$ cat src/rtl/mem_port_arbiter.sv
// mem_port_arbiter: shares one external memory port between instruction fetch
// and load/store. Each access is a registered req/ack handshake with a
// variable-latency memory, guarded by a wait-cycle watchdog that aborts the
// access and raises a sticky error flag.
// Optional build macro: MEM_ARB_STARVE_GUARD_EN (periodically forces a fetch
// grant while data requests keep winning).
module mem_port_arbiter #(
    parameter int TIMEOUT_CYCLES = 16,
    parameter int STARVE_LIMIT   = 4
) (
    input  logic        clk,
    input  logic        reset,
    input  logic        if_req,
    input  logic [31:0] if_addr,
    output logic        if_ready,
    output logic [31:0] if_rdata,
    input  logic        dp_req,
    input  logic        dp_we,
    input  logic [31:0] dp_addr,
    input  logic [31:0] dp_wdata,
    output logic        dp_ready,
    output logic [31:0] dp_rdata,
    output logic        mem_req,
    output logic        mem_we,
    output logic [31:0] mem_addr,
    output logic [31:0] mem_wdata,
    input  logic [31:0] mem_rdata,
    input  logic        mem_ack,
    output logic        busy,
    output logic        err
);

    typedef enum logic [2:0] {
        S_IDLE,
        S_BUSY_I,
        S_BUSY_D,
        S_RESP_I,
        S_RESP_D
    } state_t;

    // Last wait-counter value before the watchdog fires.
    localparam logic [7:0]  TO_LAST = 8'(TIMEOUT_CYCLES - 1);
    // Aborted fetches return a NOP so the pipeline stays well-formed.
    localparam logic [31:0] NOP_INSN = 32'h0000_0013;

    state_t      r_state;
    state_t      w_state_next;
    logic [7:0]  r_wait_cnt;
    logic        r_mem_req;
    logic        r_mem_we;
    logic [31:0] r_mem_addr;
    logic [31:0] r_mem_wdata;
    logic [31:0] r_if_rdata;
    logic [31:0] r_dp_rdata;
    logic        r_err;

    logic        w_grant_i;
    logic        w_grant_d;
    logic        w_ack;
    logic        w_timeout;
    logic        w_force_fetch;
    logic        w_unused;

    // Address bit 31 is replaced by the requester tag, so the inputs' bit 31 is dropped.
    assign w_unused = ^{if_addr[31], dp_addr[31], 32'(STARVE_LIMIT)};

`ifdef MEM_ARB_STARVE_GUARD_EN
    logic [2:0] r_starve_cnt;

    assign w_force_fetch = if_req && (r_starve_cnt == 3'(STARVE_LIMIT));

    // Count back-to-back data grants that left a fetch waiting.
    always_ff @(posedge clk) begin
        if (reset) begin
            r_starve_cnt <= 3'd0;
        end else if (w_grant_i) begin
            r_starve_cnt <= 3'd0;
        end else if (w_grant_d) begin
            r_starve_cnt <= if_req ? r_starve_cnt + 3'd1 : 3'd0;
        end
    end
`else
    assign w_force_fetch = 1'b0;
`endif

    // Ack is only meaningful while the strobe is out.
    assign w_ack = r_mem_req && mem_ack;

    // State register.
    always_ff @(posedge clk) begin
        if (reset) begin
            r_state <= S_IDLE;
        end else begin
            r_state <= w_state_next;
        end
    end

    // Next-state, grant decision and completion/abort detection.
    always_comb begin
        w_state_next = r_state;
        w_grant_i    = 1'b0;
        w_grant_d    = 1'b0;
        w_timeout    = 1'b0;
        case (r_state)
            S_IDLE: begin
                if (w_force_fetch) begin
                    w_grant_i    = 1'b1;
                    w_state_next = S_BUSY_I;
                end else if (dp_req) begin
                    w_grant_d    = 1'b1;
                    w_state_next = S_BUSY_D;
                end else if (if_req) begin
                    w_grant_i    = 1'b1;
                    w_state_next = S_BUSY_I;
                end
            end
            S_BUSY_I, S_BUSY_D: begin
                // An ack in the expiry cycle still completes normally.
                if (w_ack || r_wait_cnt == TO_LAST) begin
                    w_timeout    = !w_ack;
                    w_state_next = (r_state == S_BUSY_I) ? S_RESP_I : S_RESP_D;
                end
            end
            default: begin
                w_state_next = S_IDLE;
            end
        endcase
    end

    // Memory-side registers, wait counter, returned data and sticky error.
    always_ff @(posedge clk) begin
        if (reset) begin
            r_wait_cnt  <= 8'd0;
            r_mem_req   <= 1'b0;
            r_mem_we    <= 1'b0;
            r_mem_addr  <= 32'd0;
            r_mem_wdata <= 32'd0;
            r_if_rdata  <= 32'd0;
            r_dp_rdata  <= 32'd0;
            r_err       <= 1'b0;
        end else if (w_grant_d) begin
            r_wait_cnt  <= 8'd0;
            r_mem_req   <= 1'b1;
            r_mem_we    <= dp_we;
            r_mem_addr  <= {1'b1, dp_addr[30:0]};
            r_mem_wdata <= dp_wdata;
        end else if (w_grant_i) begin
            r_wait_cnt  <= 8'd0;
            r_mem_req   <= 1'b1;
            r_mem_we    <= 1'b0;
            r_mem_addr  <= {1'b0, if_addr[30:0]};
            r_mem_wdata <= 32'd0;
        end else if (r_state == S_BUSY_I || r_state == S_BUSY_D) begin
            if (w_ack) begin
                r_mem_req <= 1'b0;
                if (r_state == S_BUSY_I) begin
                    r_if_rdata <= mem_rdata;
                end else begin
                    r_dp_rdata <= r_mem_we ? 32'd0 : mem_rdata;
                end
            end else if (w_timeout) begin
                r_mem_req <= 1'b0;
                r_err     <= 1'b1;
                if (r_state == S_BUSY_I) begin
                    r_if_rdata <= NOP_INSN;
                end else begin
                    r_dp_rdata <= 32'd0;
                end
            end else begin
                r_wait_cnt <= r_wait_cnt + 8'd1;
            end
        end
    end

    assign if_ready  = (r_state == S_RESP_I);
    assign dp_ready  = (r_state == S_RESP_D);
    assign busy      = (r_state != S_IDLE);
    assign if_rdata  = r_if_rdata;
    assign dp_rdata  = r_dp_rdata;
    assign mem_req   = r_mem_req;
    assign mem_we    = r_mem_we;
    assign mem_addr  = r_mem_addr;
    assign mem_wdata = r_mem_wdata;
    assign err       = r_err;

endmodule

$ cat config.mk
export PLATFORM = sky130hd
export DESIGN_NAME = mem_port_arbiter
export DESIGN_NICKNAME = d
export VERILOG_FILES = /design/src/rtl/mem_port_arbiter.sv
export SDC_FILE = /design/constraint.sdc
export NUM_CORES = 1
export LEC_CHECK = 0
export BUFFER_PORTS_ARGS = -buffer_cell sky130_fd_sc_hd__buf_2
export CORE_ASPECT_RATIO = 0.9
export CORE_MARGIN = 5
export CORE_UTILIZATION = 35
export DETAILED_ROUTE_END_ITERATION = 10
export HOLD_SLACK_MARGIN = 0.06
export PLACE_DENSITY = 0.75
export SLEW_MARGIN = 20
export SYNTH_ARGS = -nofsm -noshare
export SYNTH_HDL_FRONTEND = slang
export SYNTH_SLANG_ARGS = --single-unit
$ cat constraint.sdc
create_clock -name clk -period 1.5 [get_ports clk]
set_input_delay 0 -clock clk [delete_from_list [all_inputs] [get_ports clk]]
set_output_delay 0 -clock clk [all_outputs]
set_load 0.005 [all_outputs]
-- Word level (Yosys, flattened, before mapping)
Cells that the tools add are included.
Widths: inputs -> output; s select.
- register bits after elaboration: 142
- output and inout port bits: 134
- logic and storage cells: 72
- add/subtract/negate cells: 1
- equality and inequality tests: 7
- multiplexer cells: 32
- bitwise operators: 5
- reductions and logical operators: 18
- operators with widths (cell ; count):
    $mux 32 ; 13
    $reduce_and 5->1 ; 3
    $mux 1 ; 14
    $mux 3 ; 4
    $add 8x1->8 const B ; 1
    $eq 8x4->1 const B ; 1
    $eq 3x2->1 const B ; 2
    $pmux 3 s2 ; 1
    $reduce_bool 3->1 ; 2
    $not 1->1 ; 5
    $reduce_and 2->1 ; 2
    $reduce_bool 2->1 ; 2
    $reduce_bool 4->1 ; 1
    $eq 3x1->1 const B ; 1
    $eq 3x3->1 const B ; 1
    $logic_not 3->1 ; 1
    $ne 3x3->1 const B ; 1
    $reduce_and 3->1 ; 1
    $reduce_or 3->1 ; 1
    $logic_or 1x1->1 ; 2
    $ne 2x2->1 const B ; 1
    $reduce_or 2->1 ; 1
    $logic_and 1x1->1 ; 1
    $logic_not 1->1 ; 1

-- Longest topological paths before layout
- depth after elaboration: 9
- gate-level depth with buffers: 7
- mapped depth without buffers: 5

-- Worst setup path before layout
No wires, ideal clock.
- path kind: reg2reg
- start point: register r_wait_cnt[5]
- end point: register r_if_rdata[20] (netlist: if_rdata[20])
- arrival time: 1.535 ns
- data required time: 1.375 ns
- setup slack: -0.160 ns
- cell stages (with the launch flop): 7
- clock period less this slack: 1.660 ns
- cell sequence: dfxtp_1 -> or4_4 -> o21ai_4 -> a31oi_1 -> buf_4 -> buf_6 -> o2bb2ai_1
- longest elaborated chain between the ends: 6
- ends and longest elaborated chain (what ; line ; text):
    start: declaration ; 48 ; logic [7:0] r_wait_cnt;
    start signal: assignment ; 170 ; r_wait_cnt <= r_wait_cnt + 8'd1;
    $eq 8x4->1 ; 119 ; if (w_ack || r_wait_cnt == TO_LAST) begin
    $logic_or 1x1->1 ; 119 ;
    $mux 1 ; 119 ;
    $mux 1 ; 104 ; case (r_state)
    $reduce_bool 2->1 (no source line) ; -- ;
    $reduce_and 5->1 (no source line) ; -- ;
    end signal: assignment ; 157 ; r_if_rdata <= mem_rdata;
    end: declaration ; 53 ; logic [31:0] r_if_rdata;
Every way passes these cells.
A chain may end at the register's enable or synchronous reset.

-- Final worst setup path
- start point: register r_wait_cnt[7]
- end point: register r_dp_rdata[23] (netlist: dp_rdata[23])
- longest elaborated chain between the ends: 6
- ends and longest elaborated chain (what ; line ; text):
    $eq 8x4->1 ; 119 ;
    $logic_or 1x1->1 ; 119 ;
    $mux 1 ; 119 ;
    $mux 1 ; 104 ;
    $reduce_bool 2->1 (no source line) ; -- ;
    $reduce_and 5->1 (no source line) ; -- ;
    end signal: assignment ; 159 ; r_dp_rdata <= r_mem_we ? 32'd0 : mem_rdata;
    end: declaration ; 54 ; logic [31:0] r_dp_rdata;
Every way passes these cells.

==> impl_metrics.tcl <==
set metrics [dict create \
    path_clk_slew_ns 0.06 \
    fin_nets 1100 \
    timing.critical_path.from "r_wait_cnt[7]" \
    die_y_um 127 \
    track_usage_pct 21.4 \
    synthArstFlopShare_pct 0 \
    grt_pass1_wl_um 31200 \
    setup_slack_ns -0.159 \
    period_share_pct 111 \
    synth-main-ff-cell "dfxtp_1" \
    rsz0062_at_grt "yes" \
    power.density_nw_per_um2 1260 \
    yosysTopAreaCellShare_pct 53.1 \
    cp_max_fo 7 \
    status "finished, violations left" \
    synth_cell_types 49 \
    cts_tree "done" \
    finalInstanceArea_um2 9070 \
    whs_path_depth 5 \
    cts_buffers 17 \
    failed_checks "setup timing" \
    avgRoutedWirePerCell_um 16.6 \
    finalSetupViolCount 94 \
    syn_area_per_cell_um2 9.67 \
    synth_edf_count 0 \
    finClkSkew_ns 0.00598 \
    finalWirelength_um 19600 \
    antenna_found_initial 0 \
    required_ns 1.80 \
    dr.first_iter.drc_count 224 \
    nFillCells 1160 \
    dp_cells 1018 \
    fin_setup_tns_ns -9.28 \
    r2r_cells 5 \
    start_util_pct 36.0 \
    cts_buffer_depth 2 \
    fp-row-count 42 \
    insertion_delay_ns 0.41 \
    fin_util_pct 61.0 \
    port_buffers 265 \
    drv_slew 0 \
    crit_arrival_ns 1.96 \
    path_class "flip-flop to flip-flop" \
    n_antenna_cell 0 \
    first_pass_iters 5 \
    synth_top_cell_by_area "dfxtp_1" \
    place_area_um2 7160 \
    ant_nets 0 \
    r2r-start "r_wait_cnt[7]" \
    clock_sinks 142 \
    syn-cell-area_um2 5360 \
    place.detailed.hpwl_um 12300 \
    endpoint_kind "flip-flop" \
    p_total_mw 11.4 \
    place_ws_ns -0.166 \
    drc_errors 0 \
    gp_congestion 0.821 \
    max_freq_mhz 603 \
    post_cts_buffers 0 \
    fin_cells 1176 \
    drv_cap 0 \
    grt_max_degree 58 \
    syn_nets 689 \
    dieArea_um2 17900 \
    start_kind "flip-flop" \
    worst_pin_slew_ns 0.442 \
    drive_gt1_share_pct 38.3 \
    ys_seq_area_share_pct 53.1 \
    ctsHtreeMaxLevel 4 \
    yosys_warnings 0 \
    vias 6047 \
    cts-root-buf "clkbuf_16" \
    overflow 0 \
    syn_to_final_growth_pct 69.3 \
    period_minus_slack_ns 1.66 \
    num_io_pins 268 \
    leakagePower_nw 4.16 \
    synth_cells 554 \
    core_area_um2 14900 \
    grt_pass1_vias 6289 \
    ys_ff_latch 142 \
    yosysMostFrequentCell "dfxtp_1" \
    synth.top_cells.by_count "dfxtp_1, nor2_1, a21oi_1, a22o_1, nand2_1" \
    worstHoldPathType "input pin to flip-flop" \
    irDropWorstVdd_v 0.000804 \
    fp.dieW_um 140 \
    fin_hold_ws_ns 0.0986 \
    hold_viol 0 \
    hold_start "dp_addr[1]" \
    synth.top_cells.by_area "dfxtp_1, a22o_1, a32o_1, nor2_1, o2bb2ai_1" \
    slew_headroom_pct 70.4 \
    via_per_inst 5.14 \
]
per-layer routing:
metal	GRT usage [%]	part of all wire, %	up-vias
met1	25.7	41	2824
met5	0	0	-
li1	-	-	2864
met2	35.9	47	325
met3	6.95	9.5	34
met4	7.64	2.4	0
final timing paths:
path / to / slack, ns
worst max-delay path: dp_rdata[23] / -0.16
worst min-delay path: mem_addr[1] / 0.1
worst max register to register: dp_rdata[23] / -0.16
worst min register to register: mem_addr[31] / 0.46
critical path: stages, from the launching register on:
cell	delay (ns)
dfxtp_1	0.31
or4_4	0.56
o21ai_4	0.17
a21oi_2	0.11
buf_4	0.18
a32o_1	0.21
layout by cell type, fill, tap and decap left out, types with 4 or more instances in the layout:
master,n
dlygate4sd3_1,125
nand3_1,4
inv_8,5
clkbuf_16,17
nand2_1,34
clkinv_4,4
o22ai_1,31
or4_1,4
buf_12,7
a22o_1,36
a21oi_1,41
a32o_1,29
inv_1,6
buf_4,43
buf_2,265
o2bb2ai_1,28
nor2b_1,31
dfxtp_1,139
nor2_1,72
cell families (layout without fill, tap and decap cells):
| group | after synthesis | after routing | synth area share [%] |
|---|---|---|---|
| fa+ha+maj | 1 | 1 | 0.233 |
| simple gates | 166 | 167 | 14.6 |
| xor+xnor | 2 | 2 | 0.327 |
| buf+inv | 57 | 480 | 5.42 |
| flops | 142 | 142 | 53.1 |
| compound gates | 186 | 186 | 26.4 |
flip-flops by register name, indices dropped and copies added, names as in the netlist:
signal,flops
mem_req,1
mem_addr,32
err,1
mem_we,1
mem_wdata,32
r_state,3
dp_rdata,32
r_wait_cnt,8
if_rdata,32
power breakdown:
part	switching, mW	internal [mW]	total, mW
logic	1.39	1.39	2.78
clock network	1.79	2.38	4.17
registers	0.270	4.19	4.46
total	3.45	7.96	11.4
what timing repair did:
item / CTS / global route
gates resized for setup: 11 / 2
endpoints found under the setup margin: 109 / 142
pin swaps: 4 / 1
hold buffers: 125 / 0
hold endpoints to repair: 127 / 0
cloned: 1 / 0
cell type report:
type                            count  area, um^2  share of cell area (%)
Sequential cell                   142        2850                    31.4
Inverter                            8        30.0                   0.331
Multi-Input combinational cell    356        2310                    25.4
Clock inverter                     15         171                    1.89
Tap cell                          198         248                    2.73
Timing Repair Buffer              440        3040                    33.5
Clock buffer                       17         425                    4.69
Note: power is estimated with default switching activity, not from simulation.
